[src/rtl/nco_phase_feeder.sv]
// NCO phase feeder for the pipelined CORDIC rotator: tags each AXIS I/Q beat with a
// 16-bit angle, folding the phase into [-90,+90) deg by negating I/Q when needed.
module nco_phase_feeder #(
  parameter int C_S00_AXIS_TDATA_WIDTH = 32,
  parameter int C_M00_AXIS_TDATA_WIDTH = 32,
  parameter int C_PHASE_WIDTH          = 32,
  parameter int C_PHI_WIDTH            = 16
) (
  input  logic                              s00_axis_aclk,
  input  logic                              s00_axis_areset,
  input  logic                              s00_axis_tvalid,
  output logic                              s00_axis_tready,
  input  logic [C_S00_AXIS_TDATA_WIDTH-1:0] s00_axis_tdata,
  input  logic                              s00_axis_tlast,
  input  logic [C_PHASE_WIDTH-1:0]          ftw_in,
  input  logic                              ftw_load,
  input  logic                              phase_clear,
  output logic                              m00_axis_tvalid,
  input  logic                              m00_axis_tready,
  output logic [C_M00_AXIS_TDATA_WIDTH-1:0] m00_axis_tdata,
  output logic                              m00_axis_tlast,
  output logic [3:0]                        m00_axis_tstrb,
  output logic [C_PHI_WIDTH-1:0]            phi_out
);

  localparam int LANE = C_S00_AXIS_TDATA_WIDTH / 2;
  localparam logic [LANE-1:0] LANE_MIN = {1'b1, {(LANE-1){1'b0}}};
  localparam logic [LANE-1:0] LANE_MAX = {1'b0, {(LANE-1){1'b1}}};

  typedef enum logic {ST_RUN, ST_HOLD} state_t;

  // Two's-complement negation that maps the most negative value to the most positive one.
  function automatic logic [LANE-1:0] sat_neg(input logic [LANE-1:0] x);
    sat_neg = (x == LANE_MIN) ? LANE_MAX : (~x + 1'b1);
  endfunction

  state_t                            state_q, state_d;
  logic                              s_ready_q, s_ready_d;
  logic [C_PHASE_WIDTH-1:0]          acc_q, acc_d;
  logic [C_PHASE_WIDTH-1:0]          ftw_q, ftw_d;
  logic [C_PHASE_WIDTH-1:0]          pend_q, pend_d;
  logic                              pend_v_q, pend_v_d;
  logic                              out_valid_q, out_valid_d;
  logic [C_M00_AXIS_TDATA_WIDTH-1:0] out_data_q, out_data_d;
  logic                              out_last_q, out_last_d;
  logic [C_PHI_WIDTH-1:0]            out_phi_q, out_phi_d;
  logic [C_M00_AXIS_TDATA_WIDTH-1:0] skid_data_q, skid_data_d;
  logic                              skid_last_q, skid_last_d;
  logic [C_PHI_WIDTH-1:0]            skid_phi_q, skid_phi_d;

  logic                              accept;
  logic                              fire;
  logic                              fold;
  logic [C_PHI_WIDTH-1:0]            phi_raw;
  logic [C_PHI_WIDTH-1:0]            beat_phi;
  logic [C_M00_AXIS_TDATA_WIDTH-1:0] beat_data;

  // Angles in the second and third quadrants have differing top two bits; the fold
  // subtracts a half circle, which only flips the angle MSB.
  always_comb begin
    accept   = s00_axis_tvalid & s_ready_q;
    fire     = out_valid_q & m00_axis_tready;
    phi_raw  = acc_q[C_PHASE_WIDTH-1 -: C_PHI_WIDTH];
    fold     = phi_raw[C_PHI_WIDTH-1] ^ phi_raw[C_PHI_WIDTH-2];
    beat_phi = phi_raw;
    beat_data = s00_axis_tdata;
    if (fold) begin
      beat_phi  = {~phi_raw[C_PHI_WIDTH-1], phi_raw[C_PHI_WIDTH-2:0]};
      beat_data = {sat_neg(s00_axis_tdata[2*LANE-1:LANE]), sat_neg(s00_axis_tdata[LANE-1:0])};
    end
  end

  always_comb begin
    state_d     = state_q;
    out_valid_d = out_valid_q;
    out_data_d  = out_data_q;
    out_last_d  = out_last_q;
    out_phi_d   = out_phi_q;
    skid_data_d = skid_data_q;
    skid_last_d = skid_last_q;
    skid_phi_d  = skid_phi_q;
    case (state_q)
      ST_RUN: begin
        if (accept) begin
          if (out_valid_q && !m00_axis_tready) begin
            skid_data_d = beat_data;
            skid_last_d = s00_axis_tlast;
            skid_phi_d  = beat_phi;
            state_d     = ST_HOLD;
          end else begin
            out_valid_d = 1'b1;
            out_data_d  = beat_data;
            out_last_d  = s00_axis_tlast;
            out_phi_d   = beat_phi;
          end
        end else if (fire) begin
          out_valid_d = 1'b0;
        end
      end
      ST_HOLD: begin
        if (fire) begin
          out_data_d = skid_data_q;
          out_last_d = skid_last_q;
          out_phi_d  = skid_phi_q;
          state_d    = ST_RUN;
        end
      end
      default: state_d = ST_RUN;
    endcase
    s_ready_d = (state_d == ST_RUN);
  end

  // A load in the same cycle as the tlast beat is applied immediately at that boundary;
  // the boundary beat itself still advances by the old tuning word.
  always_comb begin
    acc_d    = acc_q;
    ftw_d    = ftw_q;
    pend_d   = pend_q;
    pend_v_d = pend_v_q;
    if (accept) begin
      acc_d = acc_q + ftw_q;
    end
    if (ftw_load) begin
      pend_d   = ftw_in;
      pend_v_d = 1'b1;
    end
    if (accept && s00_axis_tlast && pend_v_d) begin
      ftw_d    = pend_d;
      pend_v_d = 1'b0;
    end
    if (phase_clear) begin
      acc_d = '0;
    end
  end

  always_ff @(posedge s00_axis_aclk) begin
    if (s00_axis_areset) begin
      state_q     <= ST_RUN;
      s_ready_q   <= 1'b0;
      acc_q       <= '0;
      ftw_q       <= '0;
      pend_q      <= '0;
      pend_v_q    <= 1'b0;
      out_valid_q <= 1'b0;
      out_data_q  <= '0;
      out_last_q  <= 1'b0;
      out_phi_q   <= '0;
      skid_data_q <= '0;
      skid_last_q <= 1'b0;
      skid_phi_q  <= '0;
    end else begin
      state_q     <= state_d;
      s_ready_q   <= s_ready_d;
      acc_q       <= acc_d;
      ftw_q       <= ftw_d;
      pend_q      <= pend_d;
      pend_v_q    <= pend_v_d;
      out_valid_q <= out_valid_d;
      out_data_q  <= out_data_d;
      out_last_q  <= out_last_d;
      out_phi_q   <= out_phi_d;
      skid_data_q <= skid_data_d;
      skid_last_q <= skid_last_d;
      skid_phi_q  <= skid_phi_d;
    end
  end

  assign s00_axis_tready = s_ready_q;
  assign m00_axis_tvalid = out_valid_q;
  assign m00_axis_tdata  = out_data_q;
  assign m00_axis_tlast  = out_last_q;
  assign m00_axis_tstrb  = 4'hF;
  assign phi_out         = out_phi_q;

endmodule

[config.mk]
export PLATFORM = sky130hd
export DESIGN_NAME = nco_phase_feeder
export DESIGN_NICKNAME = d
export VERILOG_FILES = /design/src/rtl/nco_phase_feeder.sv
export SDC_FILE = /design/constraint.sdc
export NUM_CORES = 1
export LEC_CHECK = 0
export BUFFER_PORTS_ARGS = -buffer_cell sky130_fd_sc_hd__buf_2
export CORE_MARGIN = 3
export CORE_UTILIZATION = 45
export CTS_CLUSTER_DIAMETER = 60
export DETAILED_ROUTE_END_ITERATION = 8
export GPL_ROUTABILITY_DRIVEN = 1
export PLACE_DENSITY = 0.67
export SLEW_MARGIN = 20
export SYNTH_ARGS = -nofsm -noshare
export SYNTH_HDL_FRONTEND = slang
export SYNTH_SLANG_ARGS = --single-unit
[constraint.sdc]
create_clock -name s00_axis_aclk -period 2.8 [get_ports s00_axis_aclk]
set_clock_uncertainty 0.05 [all_clocks]
set_input_delay 0.14 -clock s00_axis_aclk [delete_from_list [all_inputs] [get_ports s00_axis_aclk]]
set_output_delay 0.14 -clock s00_axis_aclk [all_outputs]
set_load 0.05 [all_outputs]
Yosys cells after proc, flatten, opt, wreduce, memory -nomap -nowiden
Index checks and enable logic that the tools add are counted.

cells by class
  add/subtract/negate cells = 3
  eq/ne operators = 6
  multiplexer cells = 25
  bitwise operators = 8
  reduce and logical (&&, ||, !) cells = 10

operators with widths
  cell                   number
  $mux 32                5
  $mux 16                6
  $pmux 32 s2            1
  $add 16x1->16 const B  2
  $add 32x32->32         1
  $eq 16x16->1 const B   2
  $not 16->16            2
  $pmux 16 s2            1
  $mux 1                 10
  $reduce_and 3->1       3
  $ne 2x2->1 const B     3
  $pmux 1 s2             2
  $reduce_or 2->1        2
  $logic_and 1x1->1      3
  $not 1->1              3
  $and 1x1->1            2
  $ne 2x1->1 const B     1
  $reduce_bool 2->1      1
  $logic_not 1->1        1
  $xor 1x1->1            1

word-level totals
  register bits after elaboration = 198
  input bits = 71
  logic and storage cells = 65

Depth between registers and ports, before layout
Gate-level depths: netlist of run 1.

  word-level depth = 7
  gate-level depth with buffers = 13

Worst setup path before layout of run 1
OpenSTA, ideal clock, no wires.

  path kind = register to register
  start = register acc_q[0]
  end = register acc_q[18]
  arrival time = 2.703 ns
  data required time = 2.628 ns
  path slack = -0.075 ns
  stages on the path, launching flop included = 14
  period minus slack after synthesis = 2.875 ns
  cell sequence = dfxtp_1 ha_1 fa_1 a21o_1 a221oi_2 nand4b_1 a2111oi_2 o21ai_1 nand2b_1 a21o_1 a21o_1 a21oi_1 nor4_1 a221o_1

on the way
  longest elaborated chain between the ends = 1

RTL lines
  what                    line  RTL
  start, declared         39    logic [C_PHASE_WIDTH-1:0] acc_q, acc_d;
  start signal, assigned  140   acc_q <= '0;
  start signal, assigned  154   acc_q <= acc_d;
  $add 32x32->32          121   acc_d = acc_q + ftw_q;

Every way passes these cells.
A chain may end at the register's enable or synchronous reset.

Final worst setup path of run 1
  start = register ftw_q[0]
  end = register acc_q[30]

on the way
  longest elaborated chain between the ends = 1

RTL lines
  what                    line  RTL
  start, declared         40    logic [C_PHASE_WIDTH-1:0] ftw_q, ftw_d;
  start signal, assigned  155   ftw_q <= ftw_d;
  $add 32x32->32          121

Every way passes these cells.

==> flow_metrics.py, run 1 <==
metrics = {
    "status": {
        "run_status": "finished with violations",
        "violations": "setup timing",
    },
    "timing": {
        "drv_slew": 0,
        "final_hold_viol_count": 0,
        "period_minus_slack_ns": 2.83,
        "clock.fmax_mhz": 353,
        "setup_viol": 3,
        "hold_slack_ns": 0.0192,
        "worst_slack_ns": -0.0290,
        "fin_crit_sh": 1.01,
        "rsz0062_at_grt": "yes",
        "tightest_slew_ns": 0.880,
        "slew_headroom": 0.409,
    },
    "route": {
        "final_antenna_net_count": 0,
        "vias": 8256,
        "vias_per_cell": 5.26,
        "avgRoutedWirePerCell_um": 14.4,
        "drt_pass1_iterations": 5,
        "drt_iter0_drc": 388,
        "drc": 0,
        "drt_wl_total_um": 22700,
    },
    "power_and_ir_drop": {
        "vdd_drop_max_uv": 437,
        "power_leakage_nw": 4.98,
        "p_per_area_nw_per_um2": 566,
    },
    "die": {
        "initial_core_util": 0.464,
        "rows": 52,
        "core_um2": 20400,
        "io_pins": 126,
        "die_h_um": 151,
        "die_area_um2": 22800,
        "die_w_um": 151,
    },
    "layout": {
        "register_area_um2": 3970,
        "fillerInstances": 1910,
        "multi_input_area_um2": 5320,
        "fin_area_um2": 11700,
        "nets": 1394,
        "drive_above_1_share": 0.199,
        "n_antenna_cell": 0,
        "area_growth_pct": 23.1,
    },
    "global_route": {
        "antenna_found_initial": 0,
        "first_global_vias": 7852,
        "grt_use_total": 0.200,
        "grt_pass1_wl_um": 36900,
        "grt_max_degree": 135,
        "overflow": 0,
    },
    "job": {
        "maxCapViolCount": 0,
    },
    "worst_setup_path": {
        "cp-startpoint": "ftw_q[0]",
        "crit_buf_inv": 0,
        "timing.rr.start": "ftw_q[0]",
        "critPathKind": "flop to flop",
        "endpoint_kind": "flop",
        "critPathMaxFanout": 3,
        "cp_data_required_time_ns": 3.07,
        "worstPathArrival_ns": 3.10,
        "cp_cell_sequence": "ha_4 -> fa_2 -> a21o_1 -> a221oi_2 -> nand4b_1 -> a2111oi_4 -> o21ai_2 -> nand3_1 -> a21oi_2 -> nor4_2 -> a211oi_2 -> xnor2_1 -> a22o_1",
        "crit_family": "compound AO/OA/AOI/OAI gates",
        "start_kind": "flop",
        "slowest_stage": "dfxtp_2",
        "worst_path_largest_cell_delay_ns": 0.34,
    },
    "logic_synthesis": {
        "dominantRegCellSynth": "dfxtp_1",
        "ys_seq_area_frac": 0.418,
        "synth_top_area_frac": 0.418,
        "syn_avg_cell_area_um2": 8.30,
        "synth_common_cells": "dfxtp_1 (198), nand2_1 (191), nor2_1 (127), a21oi_1 (114), clkbuf_1 (61)",
        "synth.most_common_cell": "dfxtp_1",
        "synth_cells": 1141,
        "ys_async_sr_fraction": 0,
        "synth_edf_count": 0,
        "synth_seq_cells": 198,
        "synth_largest_area_cell": "dfxtp_1",
        "ys_warn_count": 0,
        "ys_types": 63,
        "yosys-top-cells-area": "dfxtp_1 (42%), nand2_1 (7.6%), a21oi_1 (6.0%)",
        "synth_area_um2": 9480,
    },
    "clocking": {
        "cts_buffer_depth": 2,
        "path_clk_slew_ns": 0.07,
        "cts.sinks": 198,
        "cts_tree": "done",
        "cts_buffers": 17,
        "cts_htree_levels": 4,
        "cts_root_buf": "clkbuf_16",
        "worstSkewPairLatency_ns": 0.43,
    },
    "placed_design": {
        "portBuffers": 121,
        "hpwl_um": 15400,
        "gp_congestion": 0.890,
        "placement.cell_area_um2": 10500,
    },
    "hold_path": {
        "min-delay-start": "ftw_in[25]",
        "hold_path.class": "primary input to flop",
    },
}
flip-flops by register name, indices dropped and copies added, names as in the netlist:
| register | flops |
|---|---|
| acc_q | 32 |
| ftw_q | 32 |
| m00_axis_tdata | 32 |
| pend_q | 32 |
| skid_data_q | 32 |
| phi_out | 16 |
| skid_phi_q | 16 |
| m00_axis_tlast | 1 |
| m00_axis_tvalid | 1 |
| pend_v_q | 1 |
| s00_axis_tready | 1 |
| skid_last_q | 1 |
| state_q | 1 |
worst paths after layout:
path	end	slack, ns	cells after the start
setup / recovery	acc_q[30]	-0.03	13
setup reg to reg	acc_q[30]	-0.03	13
hold / removal	pend_q[25]	0.02	3
hold reg to reg	m00_axis_tdata[13]	0.40	2
worst register-to-register path: stages, from the launching register on:
cell and delay [ns]:
dfxtp_2 0.34, ha_4 0.17, fa_2 0.34, a21o_1 0.19, a221oi_2 0.28, nand4b_1 0.21
a2111oi_4 0.12, o21ai_2 0.15, nand3_1 0.10, a21oi_2 0.20, nor4_2 0.07, a211oi_2 0.23
xnor2_1 0.10, a22o_1 0.20
per-layer routing:
metal | vias to the layer above | global-route usage | routed length [um]
li1 | 4243 | - | -
met1 | 3825 | 0.260 | 10400
met2 | 171 | 0.342 | 11000
met3 | 17 | 0.0359 | 1100
met4 | 0 | 0.0517 | 221
met5 | - | 0 | 0
cell type report:
class,count,share of cell area
multi-input combinational,853,0.456
sequential,198,0.340
timing repair buffer,202,0.113
clock buffer,20,0.0391
tap,270,0.0290
clock inverter,11,0.0168
inverter,17,0.00547
stage by stage:
stage	total power, W	cells	TNS (ns)	util	worst slack (ns)
floorplan	0.00366	1144	-0.00891	-	-0.00891
global placement	0.00390	1506	-0.344	0.515	-0.0968
detailed placement	0.00391	1506	-0.517	0.515	-0.124
CTS	0.00666	1571	-0.173	0.566	-0.0751
global route	0.00686	1571	-1.11	0.571	-0.161
finish	0.00661	1571	-0.0656	0.571	-0.0290
report_power, final:
part	leakage (nW)	switching [W]	internal, W
logic	3.05	0.000564	0.000327
registers	1.61	0.0000615	0.00293
clock network	0.318	0.00109	0.00164
cells by family after synthesis:
logic type,synth area share
buf+inv,0.0403
fa+ha+maj,0.0457
compound gates,0.206
mux,0.0528
simple gates,0.192
xor+xnor,0.0444
other cells,0.000396
flops,0.418
placed cells by master (no fill, tap or decap), types with 31 or more instances in the layout:
cell type    n
a211oi_1    49
a21oi_1    108
buf_2      120
buf_4       49
dfxtp_1    194
mux2i_1     50
nand2_1    190
nor2_1     124
o21ai_0     36
o22a_1      32
xnor2_1     31
repair_timing:
item                       CTS  global route
hold endpoints to repair    32             0
pin swaps                   19            19
setup endpoints to repair    7            13
setup buffers                4             2
gates resized for setup     11            16
hold buffers                30             0
Note: power is estimated with default switching activity, not from simulation.
==> run 2: changes to the inputs <==
- CELL_PAD_IN_SITES_DETAIL_PLACEMENT: unset -> 0
- CELL_PAD_IN_SITES_GLOBAL_PLACEMENT: unset -> 1
- CORE_UTILIZATION: 45 -> 39
- PLACE_DENSITY: 0.67 -> unset
- PLACE_DENSITY_LB_ADDON: unset -> 0.1
- RECOVER_POWER: unset -> 100
- SKIP_LAST_GASP: unset -> 1
==> run 2 against run 1 <==
Net effect:
- the run ends with hold timing, capacitance limit, slew limit, setup timing left
- critical path depth is the same
- first-iteration DRC count decreased by 2.6%
- fmax down 2.0%
- die area increased by 15%
- design area increased by 0.83%
- combinational power about the same
- worst setup slack lost 0.059 ns
- sequential power barely moved
- routed wire length increased by 6.3%
- global-route usage down 1.6 points
- flip-flop and latch count unchanged
- largest cell class unchanged
- largest power group unchanged
- highest routed layer unchanged
==> flow_metrics.py, run 2 (same netlist as run 1, synthesis figures left out) <==
metrics = {
    "status": {
        "run_status": "finished with violations",
        "violations": "hold timing, capacitance limit, slew limit, setup timing",
    },
    "placed_design": {
        "dp_slack_ns": -0.166,
        "gp_congestion": 0.821,
        "portBuffers": 121,
        "placed_cells": 1561,
        "hpwl_um": 16800,
    },
    "layout": {
        "nets": 1407,
        "drive_above_1_share": 0.172,
        "area_growth_pct": 24.1,
        "final_cell_mix": "dfxtp_1 (194), nand2_1 (189), nor2_1 (124), a21oi_1 (106), buf_2 (68)",
        "n_antenna_cell": 0,
        "stdcell_count": 1634,
        "final_common_cell": "dfxtp_1",
        "postLayoutCoreUtil": 0.497,
    },
    "power_and_ir_drop": {
        "p_comb_frac": 0.139,
        "swShare": 0.278,
        "total_power_w": 0.00643,
        "p_int_w": 0.00464,
        "clockPowerShare": 0.394,
        "p_switching_w": 0.00179,
        "p_per_area_nw_per_um2": 546,
        "seqPwrFrac": 0.467,
        "vdd_drop_max_uv": 351,
        "power_leakage_nw": 4.84,
    },
    "global_route": {
        "met3_usage": 0.0355,
        "grtUsageMet1": 0.236,
        "grt_max_degree": 48,
        "grt-busiest-layer": "met2",
        "antenna_found_initial": 0,
        "first_global_vias": 7871,
        "grt_pass1_wl_um": 39700,
        "grt_use_total": 0.184,
        "overflow": 0,
        "met2_usage": 0.321,
    },
    "timing": {
        "rsz0062_at_grt": "yes",
        "period_minus_slack_ns": 2.89,
        "final_hold_viol_count": 1,
        "hold_slack_ns": -0.00202,
        "clock.fmax_mhz": 346,
        "tightest_slew_ns": 1.74,
        "worst_slack_ns": -0.0875,
        "fin_crit_sh": 1.03,
        "drv_slew": 61,
        "setup_viol": 8,
        "slew_headroom": -0.158,
    },
    "clocking": {
        "cts.sinks": 198,
        "cts_buffers": 17,
        "cts_tree": "done",
        "path_clk_slew_ns": 0.07,
        "cts_htree_levels": 4,
        "worstSkewPairLatency_ns": 0.43,
        "cts_root_buf": "clkbuf_16",
        "cts_buffer_depth": 2,
    },
    "die": {
        "initial_core_util": 0.400,
        "die_w_um": 162,
        "io_pins": 126,
        "die_h_um": 162,
        "core_um2": 23700,
        "die_area_um2": 26200,
        "rows": 56,
    },
    "route": {
        "vias_per_cell": 5.02,
        "drt_iter0_drc": 378,
        "drc": 0,
        "final_antenna_net_count": 0,
        "vias": 8199,
        "avgRoutedWirePerCell_um": 14.7,
        "drt_wl_total_um": 24100,
        "drt_pass1_iterations": 4,
    },
    "hold_path": {
        "hold_path.class": "primary input to flop",
    },
    "worst_setup_path": {
        "worstPathArrival_ns": 3.15,
        "start_kind": "flop",
        "critPathMaxFanout": 2,
        "endpoint_kind": "flop",
        "cp_data_required_time_ns": 3.06,
        "critPathKind": "flop to flop",
    },
    "job": {
        "maxCapViolCount": 2,
    },
}
## run 2: power groups by stage
stage / registers [W] / logic, W / clock network [W]
6_report: 0.00300 / 0.000893 / 0.00253
5_1_grt: 0.00301 / 0.000986 / 0.00270
4_1_cts: 0.00300 / 0.000910 / 0.00260
3_5_place_dp: 0.00306 / 0.000869 / 0
3_3_place_gp: 0.00306 / 0.000865 / 0
2_1_floorplan: 0.00320 / 0.000457 / 0
## run 2: stage by stage
| stage | cell area [um2] | setup TNS [ns] |
|---|---|---|
| 2_1_floorplan | 9500 | -0.00891 |
| 3_3_place_gp | 10600 | -0.583 |
| 3_5_place_dp | 10600 | -0.891 |
| 4_1_cts | 11700 | -0.153 |
| 5_1_grt | 11800 | -5.63 |
| 6_report | 11800 | -0.399 |
## run 2: repair_timing
action                     in CTS  in global routing
hold buffers                   32                  0
buffers inserted                7                  5
hold endpoints to repair       33                  0
gates cloned                    0                  0
pin swaps                      29                 32
resized for setup              23                 21
setup endpoints to repair      10                 13
## run 2: critical path, cell delays in order, from the launching register on
cell	delay, ns
dfxtp_2	0.34
ha_4	0.16
buf_4	0.13
a211o_1	0.33
a21oi_4	0.17
a2111oi_4	0.10
o31a_1	0.37
a21oi_2	0.23
a211oi_2	0.12
a31oi_2	0.27
nor4_2	0.07
a311oi_2	0.22
xor2_1	0.16
nor2_1	0.05
## run 2: worst paths after layout
check,startpoint,end,slack (ns),cells after the start
max,ftw_q[0],acc_q[31],-0.09,13
min,ftw_in[4],pend_q[4],-0.002,3
max reg2reg,ftw_q[0],acc_q[31],-0.09,13
min reg2reg,m00_axis_tdata[17],m00_axis_tdata[17],0.40,2
## run 2: cell type report
type,count,area [um2]
inverter,17,63.8
clock inverter,12,144
fill,2362,11900
multi-input combinational,853,5400
timing repair buffer,215,1330
clock buffer,20,457
tap,319,399
sequential,198,3970
## run 2: metal layers
metal  routed length, um  vias to the layer above
met5                   0                        -
met3                 887                       14
met1               11400                     3771
met2               11600                      136
met4                 217                        0
li1                    -                     4278
